$ cat src/rtl/dbus_bridge_if.sv
// -----------------------------------------------------------------------------
// dbus_bridge_if
//
// Purpose:
//   Groups the data-bus signals around the bridge. One side is the pipelined
//   core's MEM-stage data port. The other side is the external asynchronous
//   data RAM.
//
// Signals:
//   daddr     [9:0]   core data byte address
//   ddata_w   [31:0]  core write data
//   d_rw              core write enable (1 = write)
//   ddata_r   [31:0]  read data returned to the core (combinational)
//   ram_addr  [7:0]   RAM word address
//   ram_d     [31:0]  RAM write data
//   ram_we            RAM write enable
//   ram_q     [31:0]  RAM read data (asynchronous RAM)
//
// Modports:
//   master : the environment around the bridge (core plus RAM). It drives
//            the core request and the RAM read data.
//   slave  : the bridge itself.
// -----------------------------------------------------------------------------
interface dbus_bridge_if;
  logic [9:0]  daddr;
  logic [31:0] ddata_w;
  logic        d_rw;
  logic [31:0] ddata_r;
  logic [7:0]  ram_addr;
  logic [31:0] ram_d;
  logic        ram_we;
  logic [31:0] ram_q;

  modport master (
    output daddr, ddata_w, d_rw, ram_q,
    input  ddata_r, ram_addr, ram_d, ram_we
  );

  modport slave (
    input  daddr, ddata_w, d_rw, ram_q,
    output ddata_r, ram_addr, ram_d, ram_we
  );
endinterface

$ cat src/rtl/dbus_bridge.sv
// -----------------------------------------------------------------------------
// dbus_bridge
//
// Purpose:
//   Data-bus bridge placed directly after the core's MEM-stage data port.
//   It decodes each 10-bit byte address and sends the access to one of two
//   places:
//     - the external data RAM, for 0x000-0x2FF;
//     - an internal peripheral block, for 0x300-0x3FF.
//   The peripheral block contains:
//     - an LED register;
//     - a two-flop synchronised switch input;
//     - an optional prescaled 32-bit compare timer with a sticky MATCH flag
//       and an interrupt output.
//   Read data is combinational because the core captures ddata_r at the end
//   of the MEM cycle.
//
// Peripheral map (word offsets inside 0x300-0x31F):
//   0x300 LEDS      R/W, low LED_W bits
//   0x304 SW        RO,  synchronised sw_in
//   0x308 COUNT     R/W  (timer)
//   0x30C CMP       R/W  (timer)
//   0x310 CTRL      bit0 EN, bit1 MATCH (write 1 clears), bit2 AUTORELOAD,
//                   bit3 IRQ_EN (timer)
//   0x314 PRESCALE  R/W, low 16 bits (timer)
//   All other offsets, including 0x320-0x3FF, read 0 and ignore writes.
//
// Configuration:
//   DBUS_TIMER_EN - define it to build the timer (COUNT, CMP, CTRL, PRESCALE
//                   and the prescaler). When it is undefined:
//                     - those offsets read 0 and ignore writes;
//                     - irq is tied to 0.
//
// Parameters:
//   LED_W  width of the LED register (1..32)
//   SW_W   width of the switch input (1..32)
//
// Ports:
//   CLK     single clock, rising edge
//   RESET   synchronous, active-high reset
//   bus     dbus_bridge_if.slave (core port and RAM port)
//   sw_in   asynchronous switch inputs
//   leds    LED register contents
//   irq     timer interrupt request (MATCH & IRQ_EN)
// -----------------------------------------------------------------------------
module dbus_bridge #(
  parameter int LED_W = 8,
  parameter int SW_W  = 8
) (
  input  logic             CLK,
  input  logic             RESET,
  dbus_bridge_if.slave     bus,
  input  logic [SW_W-1:0]  sw_in,
  output logic [LED_W-1:0] leds,
  output logic             irq
);

  // Word offsets inside the peripheral window, taken from daddr[4:2].
  typedef enum logic [2:0] {
    REG_LEDS     = 3'd0,
    REG_SW       = 3'd1,
    REG_COUNT    = 3'd2,
    REG_CMP      = 3'd3,
    REG_CTRL     = 3'd4,
    REG_PRESCALE = 3'd5,
    REG_RSVD6    = 3'd6,
    REG_RSVD7    = 3'd7
  } reg_sel_e;

  logic        periph;
  logic        periph_hit;
  logic        periph_wr;
  reg_sel_e    reg_sel;
  logic [31:0] preg;
  logic        unused_addr_bits;

  // Address decode.
  //   - periph covers the whole 0x300-0x3FF window, so RAM writes are
  //     blocked for all of it.
  //   - periph_hit narrows this to the eight implemented word slots at
  //     0x300-0x31F.
  assign periph     = (bus.daddr[9:8] == 2'b11);
  assign periph_hit = periph && (bus.daddr[7:5] == 3'b000);
  assign periph_wr  = periph_hit && bus.d_rw;
  assign reg_sel    = reg_sel_e'(bus.daddr[4:2]);

  assign bus.ram_addr = bus.daddr[9:2];
  assign bus.ram_d    = bus.ddata_w;
  assign bus.ram_we   = bus.d_rw & ~periph;
  assign bus.ddata_r  = periph ? preg : bus.ram_q;

  // Only word accesses exist, so the byte-lane bits are deliberately dropped.
  assign unused_addr_bits = ^bus.daddr[1:0];

  // ---------------------------------------------------------------------------
  // LED register
  // ---------------------------------------------------------------------------
  logic [LED_W-1:0] led_q;

  always_ff @(posedge CLK) begin
    if (RESET) begin
      led_q <= '0;
    end else if (periph_wr && (reg_sel == REG_LEDS)) begin
      led_q <= bus.ddata_w[LED_W-1:0];
    end
  end

  assign leds = led_q;

  // ---------------------------------------------------------------------------
  // Switch synchroniser: two flops. A change on sw_in becomes readable
  // after the second rising edge.
  // ---------------------------------------------------------------------------
  logic [SW_W-1:0] sw_meta;
  logic [SW_W-1:0] sw_sync;

  always_ff @(posedge CLK) begin
    if (RESET) begin
      sw_meta <= '0;
      sw_sync <= '0;
    end else begin
      sw_meta <= sw_in;
      sw_sync <= sw_meta;
    end
  end

`ifdef DBUS_TIMER_EN
  // ---------------------------------------------------------------------------
  // Timer
  // ---------------------------------------------------------------------------
  logic [31:0] count_q;
  logic [31:0] cmp_q;
  logic [15:0] prescale_q;
  logic [15:0] pcnt_q;
  logic        en_q;
  logic        match_q;
  logic        autoreload_q;
  logic        irq_en_q;

  logic wr_count;
  logic wr_cmp;
  logic wr_ctrl;
  logic wr_prescale;
  logic tick;
  logic cmp_hit;

  assign wr_count    = periph_wr && (reg_sel == REG_COUNT);
  assign wr_cmp      = periph_wr && (reg_sel == REG_CMP);
  assign wr_ctrl     = periph_wr && (reg_sel == REG_CTRL);
  assign wr_prescale = periph_wr && (reg_sel == REG_PRESCALE);

  assign tick = en_q && (pcnt_q == prescale_q);

  // A software write to COUNT in a tick cycle suppresses the compare.
  // cmp_q is the registered value, so a CMP write in the same cycle
  // only affects later compares.
  assign cmp_hit = tick && !wr_count && (count_q == cmp_q);

  // Prescaler.
  //   - Sits at 0 while the timer is disabled.
  //   - Restarts on every PRESCALE write and after each tick.
  //   - Its period is therefore PRESCALE+1 cycles.
  always_ff @(posedge CLK) begin
    if (RESET) begin
      pcnt_q <= '0;
    end else if (!en_q || wr_prescale || tick) begin
      pcnt_q <= '0;
    end else begin
      pcnt_q <= pcnt_q + 16'd1;
    end
  end

  // Count register.
  //   - A software write has priority over the tick update.
  //   - On a tick it reloads to 0 only when the compare hits and
  //     AUTORELOAD is set; otherwise it increments and wraps naturally.
  always_ff @(posedge CLK) begin
    if (RESET) begin
      count_q <= '0;
    end else if (wr_count) begin
      count_q <= bus.ddata_w;
    end else if (tick) begin
      if (cmp_hit && autoreload_q) begin
        count_q <= '0;
      end else begin
        count_q <= count_q + 32'd1;
      end
    end
  end

  // Compare and prescale registers: plain software-writable storage.
  always_ff @(posedge CLK) begin
    if (RESET) begin
      cmp_q      <= '0;
      prescale_q <= '0;
    end else begin
      if (wr_cmp) begin
        cmp_q <= bus.ddata_w;
      end
      if (wr_prescale) begin
        prescale_q <= bus.ddata_w[15:0];
      end
    end
  end

  // Control bits.
  //   - MATCH is sticky; a set from the hardware beats a write-1-clear
  //     from software in the same cycle.
  //   - Writing 0 to bit1 leaves MATCH unchanged.
  always_ff @(posedge CLK) begin
    if (RESET) begin
      en_q         <= 1'b0;
      match_q      <= 1'b0;
      autoreload_q <= 1'b0;
      irq_en_q     <= 1'b0;
    end else begin
      if (wr_ctrl) begin
        en_q         <= bus.ddata_w[0];
        autoreload_q <= bus.ddata_w[2];
        irq_en_q     <= bus.ddata_w[3];
      end
      if (cmp_hit) begin
        match_q <= 1'b1;
      end else if (wr_ctrl && bus.ddata_w[1]) begin
        match_q <= 1'b0;
      end
    end
  end

  // Both sources are flops, so irq is glitch-free.
  assign irq = match_q & irq_en_q;
`else
  assign irq = 1'b0;
`endif

  // ---------------------------------------------------------------------------
  // Peripheral read mux. COUNT returns the registered value, i.e. the value
  // before this cycle's update.
  // ---------------------------------------------------------------------------
  always_comb begin
    preg = '0;
    if (periph_hit) begin
      case (reg_sel)
        REG_LEDS:     preg = 32'(led_q);
        REG_SW:       preg = 32'(sw_sync);
`ifdef DBUS_TIMER_EN
        REG_COUNT:    preg = count_q;
        REG_CMP:      preg = cmp_q;
        REG_CTRL:     preg = {28'd0, irq_en_q, autoreload_q, match_q, en_q};
        REG_PRESCALE: preg = {16'd0, prescale_q};
`endif
        default:      preg = '0;
      endcase
    end
  end

endmodule

$ cat src/flat_wrapper.sv
// flat-port wrapper written by rule: the top's interface ports become plain ports
module dbus_bridge_flat 
#(
  parameter int LED_W = 8,
  parameter int SW_W  = 8
)
  (CLK, RESET, sw_in, leds, irq, bus_daddr, bus_ddata_w, bus_d_rw, bus_ram_q, bus_ddata_r, bus_ram_addr, bus_ram_d, bus_ram_we);
  dbus_bridge_if bus_i ();
  input  logic CLK;
  input  logic RESET;
  input  logic [SW_W-1:0] sw_in;
  output logic [LED_W-1:0] leds;
  output logic irq;
  input wire logic [$bits(bus_i.daddr)-1:0] bus_daddr;
  input wire logic [$bits(bus_i.ddata_w)-1:0] bus_ddata_w;
  input wire logic [$bits(bus_i.d_rw)-1:0] bus_d_rw;
  input wire logic [$bits(bus_i.ram_q)-1:0] bus_ram_q;
  output wire logic [$bits(bus_i.ddata_r)-1:0] bus_ddata_r;
  output wire logic [$bits(bus_i.ram_addr)-1:0] bus_ram_addr;
  output wire logic [$bits(bus_i.ram_d)-1:0] bus_ram_d;
  output wire logic [$bits(bus_i.ram_we)-1:0] bus_ram_we;
  assign bus_i.daddr = bus_daddr;
  assign bus_i.ddata_w = bus_ddata_w;
  assign bus_i.d_rw = bus_d_rw;
  assign bus_i.ram_q = bus_ram_q;
  assign bus_ddata_r = bus_i.ddata_r;
  assign bus_ram_addr = bus_i.ram_addr;
  assign bus_ram_d = bus_i.ram_d;
  assign bus_ram_we = bus_i.ram_we;
  dbus_bridge #(.LED_W(LED_W), .SW_W(SW_W)) u_core (.CLK(CLK), .RESET(RESET), .bus(bus_i), .sw_in(sw_in), .leds(leds), .irq(irq));
endmodule
$ cat config.mk
export PLATFORM = sky130hd
export DESIGN_NAME = dbus_bridge_flat
export DESIGN_NICKNAME = d
export VERILOG_FILES = /design/src/rtl/dbus_bridge_if.sv /design/src/rtl/dbus_bridge.sv /design/src/flat_wrapper.sv
export SDC_FILE = /design/constraint.sdc
export NUM_CORES = 1
export LEC_CHECK = 0
export ABC_CLOCK_PERIOD_IN_PS = 1440
export BUFFER_PORTS_ARGS = -buffer_cell sky130_fd_sc_hd__clkbuf_2
export CORE_MARGIN = 4
export CORE_UTILIZATION = 30
export DETAILED_ROUTE_END_ITERATION = 16
export PLACE_DENSITY = 0.73
export SYNTH_ARGS = -nofsm -noshare
export SYNTH_HDL_FRONTEND = slang
export SYNTH_SLANG_ARGS = --single-unit
$ cat constraint.sdc
create_clock -name CLK -period 1.44 [get_ports CLK]
set_input_delay 0.144 -clock CLK [delete_from_list [all_inputs] [get_ports CLK]]
set_output_delay 0.144 -clock CLK [all_outputs]
set_load 0.05 [all_outputs]
==> impl_metrics.ini <==
[power]
vdd_ir_drop_max_uv = 610
power_density_nw_per_um2 = 888
p_leak_nw = 1.07
total_power_mw = 1.98

[timing]
rsz0062_at_grt = true
timing.final.ws_setup_ps = -312
worst_slew_pin_slew_ps = 526
relSlewSlack = 0.649
finalSetupViolations = 8
fin_skew_ps = 2.40
min_period_ps = 1750
min_period_over_period = 1.22
clock.fmax_mhz = 571
report.final.slew_viol_count = 0
final-hold-violation-count = 0

[clocking]
cts_buffer_depth = 2
path_clk_slew_ps = 80
root_buffer = clkbuf_8
cts_buffers = 3
clock_latency_ps = 260
clock_sinks = 24
cts_setup_buffers = 0
htreeDepth = 1
cts_hold_buffers = 0
cts_tree = done

[synth]
synth_nets = 253
ys_ff_latch = 24
synth_ff_type = dfxtp_1
synth_top_area_share = 0.329
ys_types = 13
synthCells = 168
post-synth-top-count-cell = buf_4
synthesis.area_um2 = 1460
async_flop_share = 0
avgSynthCellArea_um2 = 8.68
yosys-top-cells-count = 41 x buf_4, 25 x and2_1, 24 x dfxtp_1, 17 x nand2b_1
synth_edf_count = 0
ys_seq_area_frac = 0.329
ys_top_cells_by_area = dfxtp_1 33%, buf_4 21%, mux2i_1 11%, and2_1 11%, nand2b_1 7.3%
synth_top_area_cell = dfxtp_1
yosysWarnings = 0

[layout]
drive_above_1_share = 0.556
fin_area_um2 = 2230
seq_area_um2 = 480
num-nets-final = 329
fin_util = 0.472
fill_cells = 463
n_antenna_cell = 0
area_delta_synth_final_pct = 52.7
multi_input_area_um2 = 734

[global_route]
antenna_found_initial = 0
grt.overflow.total = 0
grt_max_degree = 35
grt_pass1_wl_um = 6090
grt_usage = 0.126
grt_pass1_vias = 1227

[critical_path]
worst_setup_path_start_kind = primary input
crit_type = in2out
cp_max_fo = 8
cp_slowest_cell = or4_4
cp-end-kind = output pin
worstPathCellList = buf_6 > or4_4 > or3_4 > o21ai_4 > buf_8
reg2regPathDepth = 2
cp_data_required_time_ps = 1300
arrival_ps = 1610
ff2ff_setup_slack_ps = 810
max_stage_delay_ps = 520

[route]
drtAntennaViolNets = 0
first_pass_iters = 4
drt_iter0_drc = 16
drt-total-wl_um = 3880
via_per_inst = 4.05
avgRoutedWirePerCell_um = 12.5
drc = 0
num_vias = 1255

[floorplanning]
fp.dieW_um = 77.7
ioPinCount = 167
num_rows = 25
die_area_um2 = 6040
start_util = 0.309
core_um2 = 4720
die_y_um = 77.7

[placement]
numPortBuffers = 115
place_area_um2 = 2120
pre_cts_ws_ps = -405
gp_congestion = 0.871

[worst_hold_path]
hold_class = in2reg
whs_path_depth = 2

[flow_run]
max_cap_violations = 0

[status]
violations = negative setup slack
status = complete, but fails checks
-- cells in the final DEF (no fill, tap or decap) --
cell / count
clkbuf_2: 98
and2_1: 25
dfxtp_1: 24
nand2b_1: 17
mux2i_1: 16
nor2b_1: 16
buf_12: 14
nand2_1: 9
o21ai_4: 8
buf_4: 4
clkbuf_8: 3
buf_8: 3
or4_4: 1
or3_4: 1
nor4_4: 1
conb_1: 1
bufinv_16: 1
buf_6: 1
-- through the flow --
stage	setup TNS [ps]	cells	hold WS (ps)
floorplan	-2350	168	272
global placement	-3970	306	288
detailed placement	-4160	306	288
CTS	-2480	310	82.2
global route	-2620	310	93.7
finish	-2360	310	86.1
-- critical path: cells and delay by family --
kind	cells	cell delay, ps
simple gates	2	1000
compound gates	1	190
buf+inv	2	250
-- final timing paths --
| kind | from | end |
|---|---|---|
| min reg2reg | u_core.sw_meta[0] | u_core.sw_sync[0] |
| max reg2reg | u_core.leds[5] | u_core.leds[5] |
| max | bus_daddr[3] | bus_ddata_r[1] |
| min | sw_in[1] | u_core.sw_meta[1] |
-- area by class of cell --
| cell class | count | share of cell area |
|---|---|---|
| Multi-Input combinational cell | 95 | 0.330 |
| Tap cell | 67 | 0.0376 |
| Clock inverter | 1 | 0.0135 |
| Sequential cell | 24 | 0.216 |
| Timing Repair Buffer | 120 | 0.385 |
| Clock buffer | 3 | 0.0185 |
-- timing repair --
action,in CTS,in global routing
resized for setup,6,4
endpoints found under the setup margin,8,8
pin swaps,0,2
-- routing by layer --
layer  vias up  routed length [um]  GRT usage
met2        68                1980      0.228
met1       548                1510      0.145
met3         4                 368     0.0348
met4         0                  21     0.0285
met5         -                   0          0
li1        635                   -          -
-- where the power goes --
group          switching, mW  internal [mW]  total, mW
Sequential           0.00445          0.684      0.688
Clock                  0.199          0.371      0.570
Combinational          0.451          0.266      0.718
-- flip-flops by register name, indices dropped and copies added (netlist names) --
register,cells
u_core.leds,8
u_core.sw_sync,8
u_core.sw_meta,8
-- cell families after synthesis --
group	Yosys count	synth area share
muxes	16	0.110
DFF	24	0.329
other	1	0.00257
AOI/OAI and AO/OA	8	0.0274
buffers and inverters	49	0.232
and+or+nand+nor	70	0.299
Power figures use the tool's default switching activity.
